**src/rtl/snk68_mem_pkg.sv**
```systemverilog
// rtl/snk68_mem_pkg.sv - shared types and constants for the ROM port arbiter
//
// Purpose : arbiter FSM state, grant owner type, default region bases on the
//           memory port and ROM region address widths.
// Ports   : none (package).

package snk68_mem_pkg;

   typedef enum logic [1:0] {
      ST_IDLE = 2'd0,
      ST_M68K = 2'd1,
      ST_Z80  = 2'd2
   } arb_state_t;

   typedef enum logic {
      GR_M68K = 1'b0,
      GR_Z80  = 1'b1
   } grant_t;

   localparam logic [23:0] M68K_ROM_BASE_DEF  = 24'h000000;
   localparam logic [23:0] M68K_ROM2_BASE_DEF = 24'h020000;
   localparam logic [23:0] Z80_ROM_BASE_DEF   = 24'h040000;

   // Word-address bits taken from each CPU for its ROM region.
   localparam int M68K_ROM_AW = 17;
   localparam int Z80_ROM_AW  = 15;

endpackage

```
**src/rtl/z80_rom_line_buf.sv**
```systemverilog
// rtl/z80_rom_line_buf.sv - one-word Z80 ROM line buffer with hit compare
//
// Purpose : holds the last ROM word fetched for the Z80 so the second byte of
//           a word is served without a memory cycle.
// Ports   : clk, reset      - clock, synchronous active-high reset
//           load, load_data - write the word and tag (tag from addr)
//           addr, cs        - current Z80 address and ROM select
//           hit             - buffer holds the word addressed by addr
//           rom_data        - selected byte while cs, else last byte shown

module z80_rom_line_buf
   import snk68_mem_pkg::*;
(
   input  logic        clk,
   input  logic        reset,
   input  logic        load,
   input  logic [15:0] load_data,
   input  logic [15:0] addr,
   input  logic        cs,
   output logic        hit,
   output logic [7:0]  rom_data
);

   logic [Z80_ROM_AW-1:0] tag;
   logic                  tag_valid;
   logic [15:0]           line;
   logic [7:0]            held;
   logic [7:0]            sel_byte;

   assign hit      = tag_valid && (tag == addr[15:1]);
   assign sel_byte = addr[0] ? line[15:8] : line[7:0];
   // The Z80 bus keeps showing the last byte once the select is released.
   assign rom_data = cs ? sel_byte : held;

   always_ff @(posedge clk) begin
      if (reset) begin
         tag       <= '0;
         tag_valid <= 1'b0;
         line      <= '0;
         held      <= '0;
      end else begin
         if (load) begin
            tag       <= addr[15:1];
            tag_valid <= 1'b1;
            line      <= load_data;
         end
         if (cs) begin
            held <= sel_byte;
         end
      end
   end

endmodule

```
**src/rtl/rom_port_arbiter.sv**
```systemverilog
// rtl/rom_port_arbiter.sv - shares one 16-bit ROM port between 68k and Z80
//
// Purpose : round-robin arbitration of 68k program ROM and Z80 sound ROM
//           fetches onto a single request/ack memory port.
// Ports   : clk, reset                        - clock, sync active-high reset
//           m68k_rom_cs, m68k_rom_2_cs, m68k_a - 68k selects and word address
//           m68k_rom_data, m68k_rom_valid      - 68k read data and data valid
//           z80_rom_cs, z80_addr               - Z80 select and address
//           z80_rom_data, z80_wait_n           - Z80 read byte and WAIT_n
//           mem_addr, mem_req                  - memory port word address/request
//           mem_ack, mem_data                  - memory port ack pulse and data

module rom_port_arbiter
   import snk68_mem_pkg::*;
#(
   parameter logic [23:0] M68K_ROM_BASE  = M68K_ROM_BASE_DEF,
   parameter logic [23:0] M68K_ROM2_BASE = M68K_ROM2_BASE_DEF,
   parameter logic [23:0] Z80_ROM_BASE   = Z80_ROM_BASE_DEF
)
(
   input  logic        clk,
   input  logic        reset,
   input  logic        m68k_rom_cs,
   input  logic        m68k_rom_2_cs,
   input  logic [23:1] m68k_a,
   output logic [15:0] m68k_rom_data,
   output logic        m68k_rom_valid,
   input  logic        z80_rom_cs,
   input  logic [15:0] z80_addr,
   output logic [7:0]  z80_rom_data,
   output logic        z80_wait_n,
   output logic [23:0] mem_addr,
   output logic        mem_req,
   input  logic        mem_ack,
   input  logic [15:0] mem_data
);

   arb_state_t  state;
   grant_t      last_grant;
   logic        m68k_cs_any;
   logic        m68k_cs_q;
   logic        z80_cs_q;
   logic        m68k_pend;
   logic        z80_pend;
   logic        m68k_edge;
   logic        z80_edge;
   logic        z80_hit;
   logic        ack_m68k;
   logic        ack_z80;
   logic [23:0] m68k_addr_map;
   logic [23:0] z80_addr_map;
   logic        unused_m68k_a;

   // The ROM regions only decode the low 17 word-address bits.
   assign unused_m68k_a = &{1'b0, m68k_a[23:M68K_ROM_AW+1]};

   assign m68k_cs_any = m68k_rom_cs | m68k_rom_2_cs;
   assign m68k_edge   = m68k_cs_any & ~m68k_cs_q;
   // A Z80 fetch that hits the line buffer never reaches the memory port.
   assign z80_edge    = z80_rom_cs & ~z80_cs_q & ~z80_hit;

   // Acks are only honoured while a transaction is outstanding.
   assign ack_m68k = mem_ack && (state == ST_M68K);
   assign ack_z80  = mem_ack && (state == ST_Z80);

   assign m68k_addr_map = (m68k_rom_2_cs ? M68K_ROM2_BASE : M68K_ROM_BASE)
                        + {{(24-M68K_ROM_AW){1'b0}}, m68k_a[M68K_ROM_AW:1]};
   assign z80_addr_map  = Z80_ROM_BASE
                        + {{(24-Z80_ROM_AW){1'b0}}, z80_addr[15:1]};

   assign z80_wait_n = ~(z80_rom_cs & ~z80_hit);

   z80_rom_line_buf u_line_buf (
      .clk       (clk),
      .reset     (reset),
      .load      (ack_z80),
      .load_data (mem_data),
      .addr      (z80_addr),
      .cs        (z80_rom_cs),
      .hit       (z80_hit),
      .rom_data  (z80_rom_data)
   );

   always_ff @(posedge clk) begin
      if (reset) begin
         state          <= ST_IDLE;
         last_grant     <= GR_Z80;
         mem_req        <= 1'b0;
         mem_addr       <= '0;
         m68k_pend      <= 1'b0;
         z80_pend       <= 1'b0;
         m68k_cs_q      <= 1'b0;
         z80_cs_q       <= 1'b0;
         m68k_rom_data  <= '0;
         m68k_rom_valid <= 1'b0;
      end else begin
         m68k_cs_q <= m68k_cs_any;
         z80_cs_q  <= z80_rom_cs;

         // A new request edge takes priority over the completing ack.
         if (m68k_edge) begin
            m68k_pend <= 1'b1;
         end else if (ack_m68k) begin
            m68k_pend <= 1'b0;
         end

         if (z80_edge) begin
            z80_pend <= 1'b1;
         end else if (ack_z80) begin
            z80_pend <= 1'b0;
         end

         // Data of a cycle the 68k already abandoned is dropped.
         if (ack_m68k && m68k_cs_any) begin
            m68k_rom_data  <= mem_data;
            m68k_rom_valid <= 1'b1;
         end else if (!m68k_cs_any) begin
            m68k_rom_valid <= 1'b0;
         end

         case (state)
            ST_IDLE: begin
               if (m68k_pend && (!z80_pend || last_grant == GR_Z80)) begin
                  state    <= ST_M68K;
                  mem_req  <= 1'b1;
                  mem_addr <= m68k_addr_map;
               end else if (z80_pend) begin
                  state    <= ST_Z80;
                  mem_req  <= 1'b1;
                  mem_addr <= z80_addr_map;
               end
            end
            ST_M68K: begin
               if (mem_ack) begin
                  state      <= ST_IDLE;
                  mem_req    <= 1'b0;
                  last_grant <= GR_M68K;
               end
            end
            ST_Z80: begin
               if (mem_ack) begin
                  state      <= ST_IDLE;
                  mem_req    <= 1'b0;
                  last_grant <= GR_Z80;
               end
            end
            default: begin
               state   <= ST_IDLE;
               mem_req <= 1'b0;
            end
         endcase
      end
   end

endmodule

```
**config.mk**
```make
export PLATFORM = sky130hd
export DESIGN_NAME = rom_port_arbiter
export DESIGN_NICKNAME = d
export VERILOG_FILES = /design/src/rtl/snk68_mem_pkg.sv /design/src/rtl/z80_rom_line_buf.sv /design/src/rtl/rom_port_arbiter.sv
export SDC_FILE = /design/constraint.sdc
export NUM_CORES = 1
export LEC_CHECK = 0
export CORE_MARGIN = 3
export CORE_UTILIZATION = 46
export DETAILED_ROUTE_END_ITERATION = 8
export PLACE_DENSITY = 0.91
export SLEW_MARGIN = 20
export SYNTH_ARGS = -nofsm -noshare
export SYNTH_HDL_FRONTEND = slang
export SYNTH_SLANG_ARGS = --single-unit
```
**constraint.sdc**
```tcl
create_clock -name clk -period 2.84 [get_ports clk]
set_input_delay 0.852 -clock clk [delete_from_list [all_inputs] [get_ports clk]]
set_output_delay 0.852 -clock clk [all_outputs]
set_load 0.1 [all_outputs]
```
=== Word level (Yosys, flattened, before mapping) ===
Cells that the tools add are included.

* Register bits: 89
* Latch bits: 0
* Memory bits (writable): 0
* Memory bits (read-only): 0
* Input bits: 61
* Output and inout port bits: 51
* Logic and storage cells: 70
* Memories: 0

* $add $sub $neg: 2
* Multipliers: 0
* Div/mod/pow operators: 0
* $lt $le $gt $ge: 0
* Equality and inequality tests: 8
* Shift-type cells: 0
* Mux-type cells: 21
* Bitwise logic cells: 9
* Reduce and logical (&&, ||, !) cells: 16

{| class="wikitable"
|+ Operator list
! kind !! count
|-
| 2-to-1 mux 24 bit || 2
|-
| adder 19 x 15 -> 20 bit (first input constant) || 1
|-
| adder 18 x 17 -> 19 bit || 1
|-
| 2-to-1 mux 18 bit || 1
|-
| 2-to-1 mux 8 bit || 2
|-
| == test 15 bit || 1
|-
| 2-to-1 mux 1 bit || 10
|-
| nonzero test 2 bit || 4
|-
| 2-to-1 mux 2 bit || 3
|-
| logical AND 1 bit || 5
|-
| AND 1 bit || 4
|-
| inequality test 2 x 1 -> 1 bit (second input constant) || 2
|-
| inequality test 2 bit (second input constant) || 2
|-
| NOT 1 bit || 4
|-
| case mux 1 bit (2 select lines) || 2
|-
| case mux 2 bit (2 select lines) || 1
|-
| AND reduction 2 bit || 2
|-
| inequality test 3 bit (second input constant) || 1
|-
| AND reduction 3 bit || 1
|-
| == test 2 x 1 -> 1 bit (second input constant) || 1
|-
| == test 2 bit (second input constant) || 1
|-
| zero test 2 bit || 1
|-
| OR reduction 2 bit || 1
|-
| zero test 1 bit || 1
|-
| other kinds (2) || 2
|}

=== Logic depth before layout (Yosys ltp) ===
Gate-level depths: netlist of the first run.

* Word-level depth: 5
* Depth in mapped cells: 8

=== Modules after synthesis ===
A second synthesis of the first run with hierarchy kept.

* Cell total of the unflattened synthesis: 395
* Area, all modules: 3739.8 sq um

{| class="wikitable"
|+ By module, submodules not included
! module !! instances !! cells an instance !! area an instance (sq um)
|-
| rom_port_arbiter || 1 || 228 || 2037.0
|-
| z80_rom_line_buf || 1 || 167 || 1702.9
|}

=== Worst setup path after synthesis of the first run ===
No wires, ideal clock.

* Kind: in2out
* Start: input z80_rom_cs
* End: output z80_rom_data[6]
* Data arrival time: 2.830 ns
* Data required time: 1.988 ns
* Slack: -0.842 ns
* Stages: 4
* Path buffers: 2
* Cell sequence: buf_2 > clkbuf_1 > nor2_1 > a21oi_1

* Cells in the longest elaborated chain, start to end: 1

{| class="wikitable"
|+ Ends and longest elaborated chain
! element !! RTL line !! source
|-
| start: declaration || rom_port_arbiter.sv:28 || <nowiki>input logic z80_rom_cs,</nowiki>
|-
| 2-to-1 mux 8 bit || z80_rom_line_buf.sv:33 || <nowiki>assign rom_data = cs ? sel_byte : held;</nowiki>
|-
| end: declaration || rom_port_arbiter.sv:30 || <nowiki>output logic [7:0] z80_rom_data,</nowiki>
|}

Every way passes these cells.

=== Final worst setup path of the first run ===
* Start: input z80_addr[14]
* End: output z80_wait_n

* Cells in the longest elaborated chain, start to end: 5

{| class="wikitable"
|+ Ends and longest elaborated chain
! element !! RTL line !! source
|-
| start: declaration || rom_port_arbiter.sv:29 || <nowiki>input logic [15:0] z80_addr,</nowiki>
|-
| == test 15 bit || z80_rom_line_buf.sv:30 || <nowiki>assign hit = tag_valid && (tag == addr[15:1]);</nowiki>
|-
| logical AND 1 bit || z80_rom_line_buf.sv:30 ||
|-
| NOT 1 bit || rom_port_arbiter.sv:71 || <nowiki>assign z80_wait_n = ~(z80_rom_cs & ~z80_hit);</nowiki>
|-
| AND 1 bit || rom_port_arbiter.sv:71 ||
|-
| NOT 1 bit || rom_port_arbiter.sv:71 ||
|-
| end: declaration || rom_port_arbiter.sv:31 || <nowiki>output logic z80_wait_n,</nowiki>
|}

Every way passes these cells.

==> results of run 1 <==
-- cells by family after synthesis --
group,count (synthesis),share of synthesized area
compound gates,85,0.148
xor+xnor,15,0.0386
fa+ha+maj,3,0.0110
buf+inv,38,0.0540
flops,84,0.494
mux,8,0.0235
other cells,1,0.00110
simple gates,191,0.229
-- state kept, by name (all words and copies together), names as in the netlist, 2 cells and up --
name	flops
u_line_buf.held	8
m68k_rom_data	16
u_line_buf.tag	15
mem_addr	19
state	2
u_line_buf.line	16
-- layout make-up --
type                    instances  area, um2
clock buffers                   9        124
clock inverters                 7        109
fillers                       496       2040
inverters                       4       15.0
multi-input cells             307       1710
flip-flops and latches         84       1680
well taps                      96        120
repair buffers                123       1180
-- power groups by stage --
stage | Combinational (uW) | Clock, uW | Sequential (uW)
after floorplan | 429 | 0 | 1800
after global placement | 1160 | 0 | 1360
after detailed placement | 1190 | 0 | 1370
after CTS | 1200 | 990 | 1340
after global routing | 1270 | 1040 | 1360
final | 1220 | 978 | 1350
-- cell usage after synthesis --
cell and n:
o32a_1 1, mux2i_1 8, nand2_1 130, nand4_1 4, and2_1 1, inv_1 3
buf_4 6, ha_1 3, or2_2 1, a211oi_1 1, nor3_1 3, nor2b_1 11
dfxtp_1 84, o31ai_1 1, nor3b_1 1, or3_1 1, buf_6 1, o21a_1 1
o21ai_0 2, nor2_1 34, buf_1 2, or4_1 1, a21oi_1 61, a211o_1 1
o21ai_2 1, a311oi_1 15, inv_2 1, a31o_1 1, buf_2 8, nand3_1 3
xnor2_1 15, nand3b_1 1, clkbuf_1 16, clkbuf_2 1, conb_1 1
-- path summary, 6_finish.rpt --
kind	from	slack, ns	cells after the start	to
worst min register to register	m68k_cs_q$_SDFF_PP0_	0.43	1	m68k_pend$_SDFFE_PP0P_
worst min-delay path	m68k_cs_q$_SDFF_PP0_	0.43	1	m68k_pend$_SDFFE_PP0P_
worst max register to register	state[1]$_SDFFE_PP0P_	0.86	6	m68k_rom_data[13]$_SDFFE_PP0P_
worst max-delay path	z80_addr[14]	-0.17	6	z80_wait_n
-- cells in the final DEF (no fill, tap or decap), drive strengths merged, types with 3 or more instances in the layout --
cell type	instances
nand3	3
o21ai	3
xnor2	15
buf	84
clkinv	3
clkbuf	9
nor2	34
ha	3
a21oi	61
nand4	4
conb	5
dfxtp	84
mux2i	8
nand2	130
a311oi	15
nor3	3
inv	6
nor2b	11
clkdlybuf4s50	36
-- per-layer routing --
metal | vias to the layer above | part of all wire
li1 | 1609 | -
met1 | 1597 | 0.39
met2 | 132 | 0.52
met3 | 23 | 0.061
met4 | 0 | 0.021
met5 | - | 0
-- stage by stage --
step / std cells / cell area, um2
2_1_floorplan: 429 / 3460
4_1_cts: 630 / 4890
6_report: 630 / 4940
5_1_grt: 630 / 4940
3_3_place_gp: 612 / 4590
3_5_place_dp: 612 / 4590
-- timing repair --
item,CTS,global route
pin swaps,22,9
hold buffers,0,0
setup buffers,1,0
gates resized for setup,84,8
setup endpoints to repair,9,1
gates cloned,1,0
==> qor.txt, run 1 <==
GRT met1 Usage -> 0.279
fin worst setup slack -> -0.171 ns
crit end category -> output pin
largest cells by area after synthesis -> dfxtp_1 (49%), nand2_1 (14%), a21oi_1 (9.0%)
Syn Area/Cell -> 8.01 um2
clk root buf -> clkbuf_8
sequential share of the synthesized area -> 0.494
clock-pin slew on the worst setup and hold paths -> 0.08 ns
clk sinks -> 84
die width -> 92.0 um
via/cell ratio -> 5.33
hpwl dp -> 6700 um
critical path's slowest cell -> or4_4
htree depth -> 3
violated checks -> setup timing
pin count of the biggest net entering global routing -> 47
overall power -> 3540 uW
skew final -> 0.00927 ns
Layout area overhead -> 45.2%
setup TNS -> -0.171 ns
RSZ-0062 raised after global routing -> yes
Slew headroom -> 0.278
drt drc -> 0
Die Area -> 8470 um2
Cells after Synth -> 425
via count of the first global-routing pass -> 3315
CTS tree -> built
Site Rows -> 30
outcome -> complete, but fails checks
f_max -> 332 MHz
number of top-level pins -> 112
DR vias -> 3361
share of layout cells above drive strength 1 -> 0.242
max_cap viols -> 0
final setup violation count -> 1
Post-DRT Antenna Nets -> 0
Routed wire per std cell -> 15.6 um
final hold viol count -> 0
clock share of power -> 0.276
synthesized area -> 3400 um2
Required @ worst endpoint -> 1.99 ns
Final Cycle Share -> 1.06
post-layout min period -> 3.01 ns
GR Util All Layers -> 0.235
sequential power share -> 0.380
CP Cell Sequence -> buf_2 > xnor2_2 > nand4_1 > or4_4 > nand2_4 > buf_12
final wirelength -> 9850 um
Min Hold Slack -> 0.427 ns
drt initial violations -> 180
warnings from Yosys -> 0
sw frac -> 0.395
slowest cell delay on critical path -> 0.59 ns
cell accounting for the most synthesized area -> dfxtp_1
dpl ws -> -0.618 ns
Yosys cell types -> 35
Final nets -> 593
grt ovf -> 0
Worst-Margin Slew -> 1.08 ns
Critical Path Start Type -> input port
leakage power -> 0.00193 uW
Max IR drop VDD -> 0.373 mV
CTS Buf Count -> 9
PortBufs -> 100
Data arrival, critical path -> 2.16 ns
GR Util met3 -> 0.0525
worst min path class -> reg -> reg
maximum net fanout on the critical path -> 2
GRT Max-Usage Layer -> met2
met2 usage -> 0.420
top cell type's share of synthesized area -> 0.494
#FFs+latches synth -> 84
Slew Limit Fails -> 0
Setup CP Type -> in -> out
initial antenna violation count -> 0
worst path bufs/invs -> 2
die height -> 92.0 um
Comb power frac -> 0.343
first-pass GRT wire length -> 16100 um
PwrDens -> 717 nW/um2
initial core utilization -> 0.488
CTS max path bufs -> 2
post-layout util -> 0.708
Cell Int Power -> 2140 uW
Clock Latency Late Sink -> 0.36 ns
drt pass-1 iters -> 5
crit-path leading delay family -> simple AND/OR/NAND/NOR gates
Placer Congestion -> 0.857
P_sw -> 1400 uW
# diodes -> 0
area of the core -> 6980 um2
No activity file was read; power rests on OpenSTA's default activity.
==> run 2: changes to the inputs <==
--- a/config.mk
+++ b/config.mk
@@ -6,10 +6,11 @@
 export NUM_CORES = 1
 export LEC_CHECK = 0
 export CORE_MARGIN = 3
-export CORE_UTILIZATION = 46
+export CORE_UTILIZATION = 47
 export DETAILED_ROUTE_END_ITERATION = 8
 export PLACE_DENSITY = 0.91
 export SLEW_MARGIN = 20
 export SYNTH_ARGS = -nofsm -noshare
 export SYNTH_HDL_FRONTEND = slang
+export SYNTH_HIERARCHICAL = 1
 export SYNTH_SLANG_ARGS = --single-unit
==> run 2 against run 1 <==
- the run now ends clean
- final cell count is 3.8% lower
- synthesized cell count is 7.1% lower
- power hardly changed
- via count is 3.4% lower
- core utilization is 2.1 points lower
- highest routed layer unchanged
- critical path type unchanged
- hold slack worse by 0.012 ns
- wire length is 0.35% lower
- sequential share of layout area is 1.3 points lower
- final area is 4.1% higher
==> qor.txt, run 2 <==
outcome -> complete, no violations
GRT Max-Usage Layer -> met2
RSZ-0062 raised after global routing -> yes
Syn Area/Cell -> 9.47 um2
Critical Path Source -> z80_addr[13]
final wirelength -> 9810 um
worst min path class -> reg -> reg
top cell type's share of synthesized area -> 0.450
# diodes -> 0
warnings from Yosys -> 6
Placer Congestion -> 0.859
CTS Buf Count -> 9
clk sinks -> 84
Die Area -> 9060 um2
Clock Latency Late Sink -> 0.35 ns
die width -> 95.2 um
Final Cycle Share -> 0.998
Post-Layout Inst Area -> 5140 um2
top flop regs -> mem_addr x19, m68k_rom_data x16, u_line_buf/line x16
initial core utilization -> 0.500
via/cell ratio -> 5.36
placed cell areas -> 4820 um2
Slew Limit Fails -> 0
Layout area overhead -> 37.5%
final hold viol count -> 0
worst path bufs/invs -> 2
drt drc -> 0
CTS max path bufs -> 2
PortBufs -> 100
CTS tree -> built
Cells after Synth -> 395
crit end category -> output pin
cell accounting for the most synthesized area -> dfxtp_1
commonest cells in the netlist -> dfxtp_1 (84), nor2_1 (61), mux2i_1 (39), nand2_1 (37), a21oi_1 (23)
most flop-heavy register -> mem_addr
Max IR drop VDD -> 0.396 mV
PwrDens -> 689 nW/um2
EDFF count, synth -> 0
Critical Path Start Type -> input port
die height -> 95.2 um
htree depth -> 3
pin count of the biggest net entering global routing -> 36
ys flop type -> dfxtp_1
slowest cell delay on critical path -> 0.35 ns
skew final -> 0.0125 ns
max_cap viols -> 0
Hold Crit Start -> m68k_cs_q$_SDFF_PP0_
#FFs+latches synth -> 84
Setup CP Type -> in -> out
GRT met1 Usage -> 0.246
Required @ worst endpoint -> 1.99 ns
post-layout min period -> 2.84 ns
most frequent cells in the layout -> dfxtp_1 (84), nor2_1 (61), buf_4 (59)
CP Cell Sequence -> buf_6 > xnor2_2 > nand4_1 > nor4_2 > nand2b_4 > buf_12
final setup violation count -> 0
share of layout cells above drive strength 1 -> 0.294
clock-pin slew on the worst setup and hold paths -> 0.08 ns
count leader, synth -> dfxtp_1
sequential share of the synthesized area -> 0.450
Yosys cell types -> 38
drt pass-1 iters -> 5
crit-path leading delay family -> simple AND/OR/NAND/NOR gates
Post-DRT Antenna Nets -> 0
clk root buf -> clkbuf_8
first-pass GRT wire length -> 15200 um
hpwl dp -> 6830 um
Largest register FFs -> 19
GR Util All Layers -> 0.217
number of top-level pins -> 112
Site Rows -> 31
initial antenna violation count -> 0
commonest non-fill, non-tap cell in the layout -> dfxtp_1
Routed wire per std cell -> 16.2 um
leakage power -> 0.00198 uW
drt initial violations -> 146
Slew headroom -> 0.431
via count of the first global-routing pass -> 3244
Worst-Margin Slew -> 0.853 ns
grt ovf -> 0
area of the core -> 7490 um2
Final nets -> 566
DR vias -> 3248
f_max -> 353 MHz
Data arrival, critical path -> 1.98 ns
post-layout util -> 0.687
FF-to-FF Start -> m68k_pend$_SDFFE_PP0P_
met2 usage -> 0.374
critical path's slowest cell -> nor4_2
maximum net fanout on the critical path -> 2
largest cells by area after synthesis -> dfxtp_1 (45%), mux2i_1 (10%), nor2_1 (6.1%)
ys async rst share -> 0
synthesized area -> 3740 um2
GR Util met3 -> 0.0584
-- run 2: what timing repair did --
item | in CTS | in global routing
pin swaps | 17 | 12
buffers inserted | 1 | 1
endpoints found under the setup margin | 9 | 1
gates resized for setup | 61 | 22
cloned | 1 | 0
hold buffers | 0 | 0
-- run 2: layer usage --
metal / vias up / part of all wire
li1: 1562 / -
met1: 1539 / 0.40
met2: 127 / 0.50
met3: 20 / 0.080
met4: 0 / 0.024
met5: - / 0
-- run 2: layout make-up --
class,count,area (um2)
clock buffers,10,128
well taps,99,124
clock inverters,6,72.6
repair buffers,126,1200
multi-input cells,276,1920
flip-flops and latches,84,1680
inverters,5,18.8
fillers,563,2340
-- run 2: through the flow --
stage	setup slack (ns)	cells	total power [uW]	setup TNS [ns]	hold WS (ns)
after floorplan	-0.0594	399	2380	-0.467	0.399
after global placement	-0.357	587	2650	-0.895	0.403
after detailed placement	-0.376	587	2680	-0.927	0.407
after CTS	0.00137	605	3540	0	0.419
after global routing	-0.0287	606	3680	-0.0287	0.461
final	0.00473	606	3540	0	0.415
-- run 2: power breakdown --
part | switching, uW | total (uW) | internal, uW
Combinational | 920 | 1320 | 399
Sequential | 77.6 | 1360 | 1290
Clock | 447 | 862 | 415
-- run 2: kinds of logic (layout without fill, tap and decap cells) --
logic type / after synthesis / count (layout) / share of synthesized area
AO/OA/AOI/OAI: 72 / 72 / 0.154
XOR/XNOR: 15 / 15 / 0.0351
adder cells (fa/ha/maj): 3 / 3 / 0.0100
buffers and inverters: 39 / 147 / 0.0766
flip-flops: 84 / 84 / 0.450
multiplexers: 39 / 39 / 0.104
other: 1 / 5 / 0.00100
AND/OR/NAND/NOR: 142 / 142 / 0.170
-- run 2: final timing paths --
kind,to,slack (ns),depth (start not counted)
worst min register to register,m68k_pend$_SDFFE_PP0P_,0.42,1
worst max register to register,mem_addr[3]$_SDFFE_PP0P_,0.67,3
worst min-delay path,m68k_pend$_SDFFE_PP0P_,0.42,1
worst max-delay path,z80_wait_n,0.005,6
